===== src/rtl/spi_coeff_loader.sv =====
// SPI slave that assembles 32-bit MSB-first packets and turns each one into a FIR coefficient-bank write.
// Optional build macro MISO_ECHO_EN: MISO echoes the previous packet during the next frame.
module spi_coeff_loader #(
    parameter int unsigned   NUM_TAPS  = 32,
    parameter int unsigned   COEFF_W   = 12,
    parameter logic [7:0]    HDR_WRITE = 8'hFB,
    localparam int unsigned  ADDR_W    = 5
) (
    input  logic               Clk,
    input  logic               Reset,
    input  logic               SCK,
    input  logic               CS,
    input  logic               MOSI,
    output logic               MISO,
    output logic               coeff_we,
    output logic [ADDR_W-1:0]  coeff_addr,
    output logic [COEFF_W-1:0] coeff_data,
    output logic               cfg_done,
    output logic               frame_err,
    output logic [7:0]         err_count
);

    localparam int unsigned PKT_W = 32;
    localparam int unsigned CNT_W = 6;

    typedef enum logic [1:0] {
        IDLE    = 2'd0,
        SHIFT   = 2'd1,
        DECODE  = 2'd2,
        WAIT_CS = 2'd3
    } state_t;

    state_t state, state_next;

    logic [2:0]          sck_sr;
    logic [1:0]          cs_sr;
    logic [1:0]          mosi_sr;
    logic                sck_s, sck_d, cs_s, mosi_s;
    logic                fall_r;
    logic                armed;
    logic [PKT_W-1:0]    shreg;
    logic [CNT_W-1:0]    bitcnt;
    logic [NUM_TAPS-1:0] mask;

    logic shift_en_c, clr_cnt_c, dec_c, frame_err_c;
    logic pkt_valid_c, we_c, err_inc_c;
    logic unused_pad_bits;

    assign sck_s  = sck_sr[1];
    assign sck_d  = sck_sr[2];
    assign cs_s   = cs_sr[1];
    assign mosi_s = mosi_sr[1];

    // Two-flop synchronisers plus a registered fall strobe; coeff_we lands 4 Clk after the first sync flop sees the fall
    always_ff @(posedge Clk) begin
        if (Reset) begin
            sck_sr  <= '0;
            cs_sr   <= '0;
            mosi_sr <= '0;
            fall_r  <= 1'b0;
        end else begin
            sck_sr  <= {sck_sr[1:0], SCK};
            cs_sr   <= {cs_sr[0], CS};
            mosi_sr <= {mosi_sr[0], MOSI};
            fall_r  <= sck_d & ~sck_s;
        end
    end

    always_ff @(posedge Clk) begin
        if (Reset) begin
            state <= IDLE;
        end else begin
            state <= state_next;
        end
    end

    always_comb begin
        state_next  = state;
        shift_en_c  = 1'b0;
        clr_cnt_c   = 1'b0;
        dec_c       = 1'b0;
        frame_err_c = 1'b0;
        case (state)
            IDLE: begin
                // armed keeps a frame interrupted by Reset from being picked up mid-stream
                if (armed && !cs_s) begin
                    state_next = SHIFT;
                    clr_cnt_c  = 1'b1;
                end
            end
            SHIFT: begin
                if (fall_r) begin
                    shift_en_c = 1'b1;
                    if (bitcnt == CNT_W'(PKT_W - 1)) begin
                        state_next = DECODE;
                    end
                end else if (cs_s) begin
                    frame_err_c = 1'b1;
                    state_next  = IDLE;
                end
            end
            DECODE: begin
                dec_c      = 1'b1;
                state_next = WAIT_CS;
            end
            WAIT_CS: begin
                if (cs_s) begin
                    state_next = IDLE;
                end
            end
            default: state_next = IDLE;
        endcase
    end

    assign pkt_valid_c     = (shreg[31:24] == HDR_WRITE) && (32'(shreg[23:16]) < NUM_TAPS);
    assign we_c            = dec_c & pkt_valid_c;
    assign err_inc_c       = frame_err_c | (dec_c & ~pkt_valid_c);
    assign unused_pad_bits = ^shreg[15:COEFF_W];

    always_ff @(posedge Clk) begin
        if (Reset) begin
            armed      <= 1'b0;
            shreg      <= '0;
            bitcnt     <= '0;
            mask       <= '0;
            coeff_we   <= 1'b0;
            coeff_addr <= '0;
            coeff_data <= '0;
            cfg_done   <= 1'b0;
            frame_err  <= 1'b0;
            err_count  <= '0;
        end else begin
            if (cs_s) begin
                armed <= 1'b1;
            end
            if (clr_cnt_c) begin
                bitcnt <= '0;
            end else if (shift_en_c) begin
                shreg  <= {shreg[PKT_W-2:0], mosi_s};
                bitcnt <= bitcnt + CNT_W'(1);
            end
            coeff_we  <= we_c;
            frame_err <= frame_err_c;
            if (we_c) begin
                coeff_addr                   <= shreg[16 +: ADDR_W];
                coeff_data                   <= shreg[COEFF_W-1:0];
                mask[shreg[16 +: ADDR_W]]    <= 1'b1;
            end
            cfg_done <= &mask;
            if (err_inc_c && (err_count != 8'hFF)) begin
                err_count <= err_count + 8'd1;
            end
        end
    end

`ifdef MISO_ECHO_EN
    logic [PKT_W-1:0] echo;
    logic [4:0]       miso_idx;
    logic             rise_r;

    // Echo of the last completed packet, shifted out one bit per SCK rise during the next frame
    always_ff @(posedge Clk) begin
        if (Reset) begin
            echo     <= '0;
            miso_idx <= '0;
            rise_r   <= 1'b0;
            MISO     <= 1'b0;
        end else begin
            rise_r <= ~sck_d & sck_s;
            if (dec_c) begin
                echo <= shreg;
            end
            if (clr_cnt_c) begin
                miso_idx <= 5'd31;
                MISO     <= 1'b0;
            end else if ((state == SHIFT) && rise_r) begin
                MISO     <= echo[miso_idx];
                miso_idx <= miso_idx - 5'd1;
            end else if (cs_s) begin
                MISO <= 1'b0;
            end
        end
    end
`else
    assign MISO = 1'b0;
`endif

endmodule


===== config.mk =====
export PLATFORM = sky130hd
export DESIGN_NAME = spi_coeff_loader
export DESIGN_NICKNAME = d
export VERILOG_FILES = /design/src/rtl/spi_coeff_loader.sv
export SDC_FILE = /design/constraint.sdc
export NUM_CORES = 1
export LEC_CHECK = 0
export ABC_AREA = 1
export CAP_MARGIN = 20
export CORE_MARGIN = 2
export CORE_UTILIZATION = 50
export CTS_CLUSTER_SIZE = 28
export DETAILED_ROUTE_END_ITERATION = 10
export DONT_BUFFER_PORTS = 1
export GPL_ROUTABILITY_DRIVEN = 0
export HOLD_SLACK_MARGIN = 0.06
export PLACE_DENSITY = 0.79
export SLEW_MARGIN = 30
export SYNTH_ARGS = -nofsm -noshare
export SYNTH_HDL_FRONTEND = slang
export SYNTH_SLANG_ARGS = --single-unit

===== constraint.sdc =====
create_clock -name Clk -period 1.29 [get_ports Clk]
set_clock_uncertainty 0.05 [all_clocks]
set_input_delay 0.129 -clock Clk [delete_from_list [all_inputs] [get_ports Clk]]
set_output_delay 0.129 -clock Clk [all_outputs]
set_load 0.02 [all_outputs]

==> impl.org, run 1 <==
** Run status
- Result of the run :: finished with violations
- Failing checks :: negative hold slack, negative setup slack

** GRT
- The number of antenna violations at the first check in global routing came to 0.
- The number of global-route vias before repair is 3362.
- Entering global routing, the biggest net connects 48 pins.
- First-pass GRT wire length :: 15000 um
- Overall Global Routing Usage :: 0.207
- After global routing the overflow that remains totals 0.

** Clocking
- Number of buffers created by CTS :: 9
- Clock tree from TritonCTS :: yes
- The clock passes through at most 2 buffers.
- CTS clk-pin slew, worst paths :: 0.11 ns
- The clock tree synthesis step divided the H-tree into 3 levels.
- The clock reaches the later pin of the worst-skew pair after 0.38 ns.
- Sink Count :: 109
- Hold-fix buffers, CTS :: 11
- Cell at the root of the clock tree :: sky130_fd_sc_hd__clkbuf_8

** Detailed routing
- The pre-antenna-repair detailed-routing pass consisted of 5 iterations.
- Total Wirelength :: 9950 um
- After detailed routing, the number of remaining DRC violations is 0.
- Using the TritonRoute via totals, the vias-per-cell ratio works out to 5.21.
- After detailed routing, the average wire length per cell comes to 13.5 um.
- 1st-iter DRT viols :: 196
- The count of nets left with antenna violations once routing finished came out at 0.
- Via count :: 3827

** Timing
- After layout, the worst setup slack is -0.218 ns.
- Share of the cycle needed by the critical path after routing :: 1.17
- Crit path time final :: 1.51 ns
- For this run, the top clock speed supported by timing is 663 MHz.
- The number of hold violations in the final report was 1.
- Setup repair after global routing could not meet its margin everywhere.
- In the final timing run, aggregate negative setup slack is -6.98 ns.
- The total count of max-transition violations in the final report was 0.
- Count of endpoints failing setup in the final report :: 58
- Hold slack final :: -0.00513 ns

** Place
- Summed over all nets, the half-perimeter wirelength after detailed placement is 5880 um.
- Count of port buffers added during placement :: 0

** Yosys
- In this run, distinct cell masters in the synthesized netlist total 32.
- In the synthesized netlist, the number of instances is 575.
- During synthesis, Yosys emitted a total of 0 warnings.
- Share of synthesized area occupied by flip-flops and latches :: 0.511
- Netlist Area Pre-Place :: 4270 sq um
- A synthesized cell averages 7.43 sq um.
- Yosys reg bits :: 109
- Nets in the synthesized netlist :: 582

** Die
- Area of the die :: 9300 sq um
- For this configuration, the core starts out at a cell density of 0.517.
- The floorplan step defined a core boundary enclosing 8260 sq um.
- The initialized floorplan defines 33 standard-cell rows.
- Die Width :: 96.4 um
- Measured along the y axis, the die boundary spans 96.4 um.
- I/O pins :: 34

** Run
- The tool flagged a number of max-cap violations equal to 0.

** Setup path
- Data arrives at the worst endpoint at 1.74 ns.
- Of all nets on the critical path, the largest fanout is 6.
- CP endpoint kind :: register
- Critical Path RT :: 1.53 ns
- Setup Crit Path Kind :: reg2reg
- The worst setup path is launched from a register.

** Power
- For this design the static power due to leakage is 2.11 nW.
- For this design the ratio of total power to cell area is 1050 nW/um^2.
- The worst-case IR drop observed on VDD is 688 uV.

** Layout
- Inserted Diodes :: 0
- Core utilization of the finished layout :: 0.661
- In the final layout, the share of cells above drive strength 1 is 0.237.
- Filler cell count :: 642
- Layout Nets :: 632
- Layout area overhead :: 27.8%

** Min path
- In this run the worst hold path is classified as in2reg.
-- synth_stat cells --
cell type                  count  area, sq um
sky130_fd_sc_hd__a21oi_1      64          320
sky130_fd_sc_hd__buf_1         3         11.3
sky130_fd_sc_hd__buf_2         3         15.0
sky130_fd_sc_hd__buf_4         4         30.0
sky130_fd_sc_hd__buf_6         3         33.8
sky130_fd_sc_hd__clkbuf_1     12         45.0
sky130_fd_sc_hd__conb_1        1         3.75
sky130_fd_sc_hd__dfxtp_1     109         2180
sky130_fd_sc_hd__ha_1          2         25.0
sky130_fd_sc_hd__inv_1        56          210
sky130_fd_sc_hd__inv_2         3         11.3
sky130_fd_sc_hd__nand2_1     151          567
sky130_fd_sc_hd__nand2_2       1         6.26
sky130_fd_sc_hd__nand2_4       1         11.3
sky130_fd_sc_hd__nand3_1      20          100
sky130_fd_sc_hd__nand3_2       1         10.0
sky130_fd_sc_hd__nand3_4       1         17.5
sky130_fd_sc_hd__nand3b_1      2         15.0
sky130_fd_sc_hd__nand4_1       8         50.1
sky130_fd_sc_hd__nor2_1       70          263
sky130_fd_sc_hd__nor2_2        1         6.26
sky130_fd_sc_hd__nor2_4        3         33.8
sky130_fd_sc_hd__nor3_1        5         25.0
sky130_fd_sc_hd__nor3_2        1         10.0
sky130_fd_sc_hd__nor3b_1       1         7.51
sky130_fd_sc_hd__nor4_1        3         18.8
sky130_fd_sc_hd__o21a_1        1         7.51
sky130_fd_sc_hd__o21ai_0      38          190
sky130_fd_sc_hd__o21ai_1       4         20.0
sky130_fd_sc_hd__or2_0         1         6.26
sky130_fd_sc_hd__xnor2_1       1         8.76
sky130_fd_sc_hd__xor2_1        1         8.76
-- worst max-delay path, cell delays in order (launching register included) --
cell and delay [ns]:
sky130_fd_sc_hd__dfxtp_2 0.34, sky130_fd_sc_hd__inv_2 0.06, sky130_fd_sc_hd__nand4_1 0.12, sky130_fd_sc_hd__nor2_2 0.18
sky130_fd_sc_hd__nand3_4 0.14, sky130_fd_sc_hd__buf_4 0.17, sky130_fd_sc_hd__clkbuf_16 0.15, sky130_fd_sc_hd__o21ai_1 0.14
sky130_fd_sc_hd__a21oi_1 0.06
-- power by group --
part / internal (mW) / switching, mW
logic: 0.0733 / 0.115
clock network: 0.938 / 1.21
registers: 3.38 / 0.0119
-- registers in the layout, summed over array words and instances, names as in the netlist --
name,flops
frame_err,1
bitcnt,6
sck_sr,3
state,2
fall_r,1
coeff_we,1
coeff_addr,5
coeff_data,12
mask,32
mosi_sr,2
armed,1
shreg,32
cfg_done,1
cs_sr,2
err_count,8
-- layout by cell type (no fill, tap or decap), types with 2 or more instances in the layout --
master,n
sky130_fd_sc_hd__a21oi_1,51
sky130_fd_sc_hd__a21oi_2,13
sky130_fd_sc_hd__buf_12,7
sky130_fd_sc_hd__buf_4,35
sky130_fd_sc_hd__buf_6,9
sky130_fd_sc_hd__clkbuf_16,2
sky130_fd_sc_hd__clkbuf_8,9
sky130_fd_sc_hd__dfxtp_1,96
sky130_fd_sc_hd__dfxtp_2,10
sky130_fd_sc_hd__dfxtp_4,3
sky130_fd_sc_hd__dlygate4sd3_1,9
sky130_fd_sc_hd__ha_4,2
sky130_fd_sc_hd__inv_1,53
sky130_fd_sc_hd__inv_2,3
sky130_fd_sc_hd__inv_4,3
sky130_fd_sc_hd__inv_6,3
sky130_fd_sc_hd__nand2_1,145
sky130_fd_sc_hd__nand2_2,4
sky130_fd_sc_hd__nand2_4,3
sky130_fd_sc_hd__nand2_8,2
sky130_fd_sc_hd__nand3_1,15
sky130_fd_sc_hd__nand3_2,5
sky130_fd_sc_hd__nand3_4,2
sky130_fd_sc_hd__nand3b_1,2
sky130_fd_sc_hd__nand4_1,8
sky130_fd_sc_hd__nor2_1,64
sky130_fd_sc_hd__nor2_2,3
sky130_fd_sc_hd__nor2_4,7
sky130_fd_sc_hd__nor3_1,3
sky130_fd_sc_hd__nor3_4,3
sky130_fd_sc_hd__nor4_1,2
sky130_fd_sc_hd__o21ai_0,10
sky130_fd_sc_hd__o21ai_1,17
sky130_fd_sc_hd__o21ai_2,15
-- path summary, 6_finish.rpt --
path | from | endpoint | slack [ns] | cells after the start
worst max-delay path | shreg[22] | coeff_data[4] | -0.22 | 8
worst min-delay path | Reset | shreg[10] | -0.005 | 2
worst max register to register | shreg[22] | coeff_data[4] | -0.22 | 8
worst min register to register | sck_sr[1] | fall_r | 0.37 | 1
-- cell type report --
cell class / count / area [sq um] / share of cell area
clock inverter: 6 / 76.3 / 0.0140
tap: 105 / 131 / 0.0241
multi-input combinational: 383 / 2030 / 0.372
inverter: 59 / 229 / 0.0420
clock buffer: 10 / 128 / 0.0234
timing repair buffer: 63 / 659 / 0.121
sequential: 109 / 2210 / 0.404
-- routing by layer --
layer	wire length (um)	part of all wire	GRT usage
met4	130	0.013	0.0692
met5	0	0	0
met3	462	0.046	0.0520
met2	5160	0.52	0.363
met1	4200	0.42	0.249
-- per-stage QoR --
stage	total power, mW	cells	setup WS [ns]	instance area [sq um]
CTS	5.73	729	-0.103	5160
global route	5.91	735	-0.319	5460
finish	5.72	735	-0.218	5460
detailed placement	3.58	697	-0.112	4670
global placement	3.57	697	-0.0519	4670
floorplan	3.57	575	-0.0000412	4300
-- logic make-up after synthesis --
kind of cell | share of synthesized area
AO/OA/AOI/OAI | 0.126
XOR/XNOR | 0.00410
adder cells (fa/ha/maj) | 0.00586
buffers and inverters | 0.0835
flip-flops | 0.511
other | 0.000878
AND/OR/NAND/NOR | 0.269
-- repair_timing --
item / CTS / global route
buffers inserted: 3 / 5
endpoints found under the hold margin: 74 / 33
cloned: 2 / 3
resized for setup: 63 / 55
pin swaps: 13 / 16
endpoints found under the setup margin: 64 / 85
(Power assumes the default switching activity.)
==> run 2: changes to the inputs <==
--- a/config.mk
+++ b/config.mk
@@ -13,8 +13,8 @@
 export DETAILED_ROUTE_END_ITERATION = 10
 export DONT_BUFFER_PORTS = 1
 export GPL_ROUTABILITY_DRIVEN = 0
-export HOLD_SLACK_MARGIN = 0.06
-export PLACE_DENSITY = 0.79
+export HOLD_SLACK_MARGIN = 0.03
+export PLACE_DENSITY_LB_ADDON = 0.05
 export SLEW_MARGIN = 30
 export SYNTH_ARGS = -nofsm -noshare
 export SYNTH_HDL_FRONTEND = slang
==> run 2 against run 1 <==
Routed wire length decreased by 7.7%; via count decreased by 2.8%; the run ends with negative setup slack left; global-route usage decreased by 0.69 points; utilization decreased by 2.8 points; largest power group unchanged; sequential cell count unchanged; clock power decreased by 12%; non-clock buffer count decreased by 7.
==> impl.org, run 2 (synthesis results as in run 1) <==
** Run status
- Result of the run :: finished with violations (unchanged)
- Failing checks :: negative setup slack (was negative hold slack, negative setup slack)

** Timing
- Crit path time final :: 1.40 ns (was 1.51 ns)
- The maximum clock rate was 715 MHz (was 663 MHz).
- Count of endpoints failing setup in the final report :: 55 (was 58)
- The final worst hold slack is 0.0625 ns (was -0.00513 ns).
- The number of hold violations in the final report is 0 (was 1).
- Share of the cycle needed by the critical path after routing :: 1.08 (was 1.17)
- RSZ-0062 raised after global routing: yes (unchanged).
- The total count of max-transition violations in the final report was 0 (unchanged).
- PnR worst setup slack :: -0.109 ns (was -0.218 ns)

** Setup path
- The worst path required time was 1.55 ns (was 1.53 ns).
- Chain of cells forming the critical path: inv_2 > nand4_1 > nor2_2 > nand3_4 > nor2_4 > buf_6 > buf_12 > nand2_1 > nand2_1 (was inv_2 > nand4_1 > nor2_2 > nand3_4 > buf_4 > clkbuf_16 > o21ai_1 > a21oi_1).
- The arrival time of data at the critical path endpoint was 1.66 ns (was 1.74 ns).
- The category of the critical setup timing path is reg2reg (unchanged).
- Slowest cell delay on critical path :: 0.34 ns (about the same)
- Crit path top cell by count :: sky130_fd_sc_hd__nand2_1
- The kind of launch point of the worst setup path is a register (unchanged).
- Crit Path Max Fanout :: 10 (was 6)
- CP endpoint kind :: register (unchanged)
- The cell type of the slowest stage on the worst timing path was sky130_fd_sc_hd__dfxtp_2 (unchanged).

** Layout
- The net total in the final layout is 625 (was 632).
- The sequential standard cell area is 2210 sq um (about the same).
- Most frequent cells in the layout: sky130_fd_sc_hd__nand2_1 (135), sky130_fd_sc_hd__dfxtp_1 (96), sky130_fd_sc_hd__nor2_1 (66) (was sky130_fd_sc_hd__nand2_1 (145), sky130_fd_sc_hd__dfxtp_1 (96), sky130_fd_sc_hd__nor2_1 (64)).
- Core utilization of the finished layout :: 0.633 (was 0.661)
- The cell area after layout was 5230 sq um (was 5460 sq um).
- The fraction of layout instances using a drive strength above 1 is 0.220 (was 0.237).
- The layout overhead on the synthesized area came to 22.4% (was 27.8%).
- Regs by FF count :: mask: 32 flops, shreg: 32 flops, coeff_data: 12 flops (unchanged)
- The final antenna diode count was 0 (unchanged).
- Leading cell type in the layout, fill and taps excluded :: sky130_fd_sc_hd__nand2_1 (unchanged)
- Area of the multi-input gates :: 1930 sq um (was 2030 sq um)
- Filler cell count :: 721 (was 642)

** Power
- The power per unit of standard cell area came to 1040 nW/um^2 (was 1050 nW/um^2).
- Maximum ir drop on the vdd rail :: 556 uV (was 688 uV)
- The static power due to leakage was 2.00 nW (was 2.11 nW).
- Total power of the final layout :: 5.45 mW (was 5.72 mW)

** Place
- The count of input and output buffers was 0 (unchanged).
- Setup slack at placement :: -0.129 ns (was -0.112 ns)
- Total half-perimeter wirelength after legalization and detailed placement :: 5770 um (was 5880 um)
- DP Area :: 4710 sq um (was 4670 sq um)

** Detailed routing
- The sum of routed wire length over all layers is 9180 um (was 9950 um).
- The mean routed wirelength per cell was 12.6 um (was 13.5 um).
- ANT nets after route :: 0 (unchanged)
- The overall via count from detail_route was 3719 (was 3827).
- Number of vias per cell :: 5.11 (was 5.21)
- The violation count after the first detailed-routing iteration was 102 (was 196).
- Pre-antenna DRT Iters :: 4 (was 5)
- The number of design rule violations left after detail routing came to 0 (unchanged).

** GRT
- First-pass GRT wire length :: 14600 um (was 15000 um)
- The number of global-route vias before repair came to 3288 (was 3362).
- The number of antenna violations at the first check in global routing was 0 (unchanged).
- The total global-route track usage is 0.200 (was 0.207).
- Maximum number of pins on one net before global-route repair :: 49 (was 48)
- Remaining global-route overflow :: 0 (unchanged)

** Clocking
- The clock slew seen by the registers of the worst setup and hold paths was 0.10 ns (was 0.11 ns).
- The maximum buffer depth of the clock tree was 2 (unchanged).
- The number of buffers inserted during clock tree synthesis is 9 (unchanged).
- Cell at the root of the clock tree :: sky130_fd_sc_hd__clkbuf_8 (unchanged)
- The maximum level of the CTS H-tree was 3 (unchanged).
- Clock network latency to the later pin of the worst-skew pair :: 0.37 ns (was 0.38 ns)
- The clock tree from TritonCTS is yes (unchanged).
- The clock sink total was 109 (unchanged).

** Min path
- Type of the tightest min-delay check :: in2reg (unchanged)

** Die
- The height of the die came to 96.4 um (unchanged).
- CORE AREA :: 8260 sq um (unchanged)
- Cell row count :: 33 (unchanged)
- I/O pins :: 34 (unchanged)
- Die Width :: 96.4 um (unchanged)
- Effective utilization at floorplan :: 0.517 (unchanged)
- The full die area is 9300 sq um (unchanged).

** Run
- # Max-Cap Violations :: 0 (unchanged)
run 2: cell types whose count changed in the layout (fill, tap and decap cells not counted), sizes merged:
cell / previous run / this run
buf: 52 / 51
bufinv: 1 / 0
clkinv: 1 / 3
clkinvlp: 0 / 1
dlygate4sd3: 9 / 4
inv: 63 / 60
run 2: final cells by class:
| class | count | share of cell area |
|---|---|---|
| flip-flops and latches | 109 | 0.422 |
| multi-input cells | 383 | 0.369 |
| repair buffers | 56 | 0.105 |
| inverters | 59 | 0.0443 |
| clock buffers | 11 | 0.0270 |
| well taps | 105 | 0.0251 |
| clock inverters | 5 | 0.00670 |
run 2: timing repair:
item                                    in CTS  in global routing
endpoints found under the setup margin      61                 87
setup buffers                                1                  4
pin swaps                                    0                 15
gates cloned                                 0                  3
gates resized for setup                     16                 80
hold buffers                                 5                  0
hold endpoints to repair                    65                  0
run 2: metal layers:
| metal | up-vias | routed length (um) | track usage | share of wire |
|---|---|---|---|---|
| li1 | 1917 | - | - | - |
| met1 | 1746 | 4170 | 0.238 | 0.45 |
| met2 | 50 | 4610 | 0.350 | 0.50 |
| met3 | 6 | 346 | 0.0582 | 0.038 |
| met4 | 0 | 59 | 0.0610 | 0.0064 |
| met5 | - | 0 | 0 | 0 |
run 2: report_power, final:
part	internal, mW	switching, mW	leakage [nW]
sequential	3.37	0.00993	0.887
clock	0.761	1.14	0.0897
combinational	0.0649	0.110	1.03
total	4.20	1.26	2.00
run 2: critical path: cells and delay by family (launching register included):
| family | cells | cell delay (ns) |
|---|---|---|
| simple gates | 6 | 0.63 |
| flops | 1 | 0.34 |
| buf+inv | 3 | 0.32 |
run 2: final timing paths:
check,endpoint,depth (start not counted),startpoint,slack (ns)
worst min register to register,cs_sr[1],2,cs_sr[0],0.36
worst max-delay path,mask[14],9,shreg[22],-0.11
worst max register to register,mask[14],9,shreg[22],-0.11
worst min-delay path,mask[16],4,Reset,0.06
run 2: per-stage QoR:
stage | std cells | setup TNS, ns
floorplan | 575 | -0.0000412
global placement | 700 | -1.15
detailed placement | 700 | -3.40
CTS | 722 | -3.56
global route | 728 | -7.80
finish | 728 | -3.63
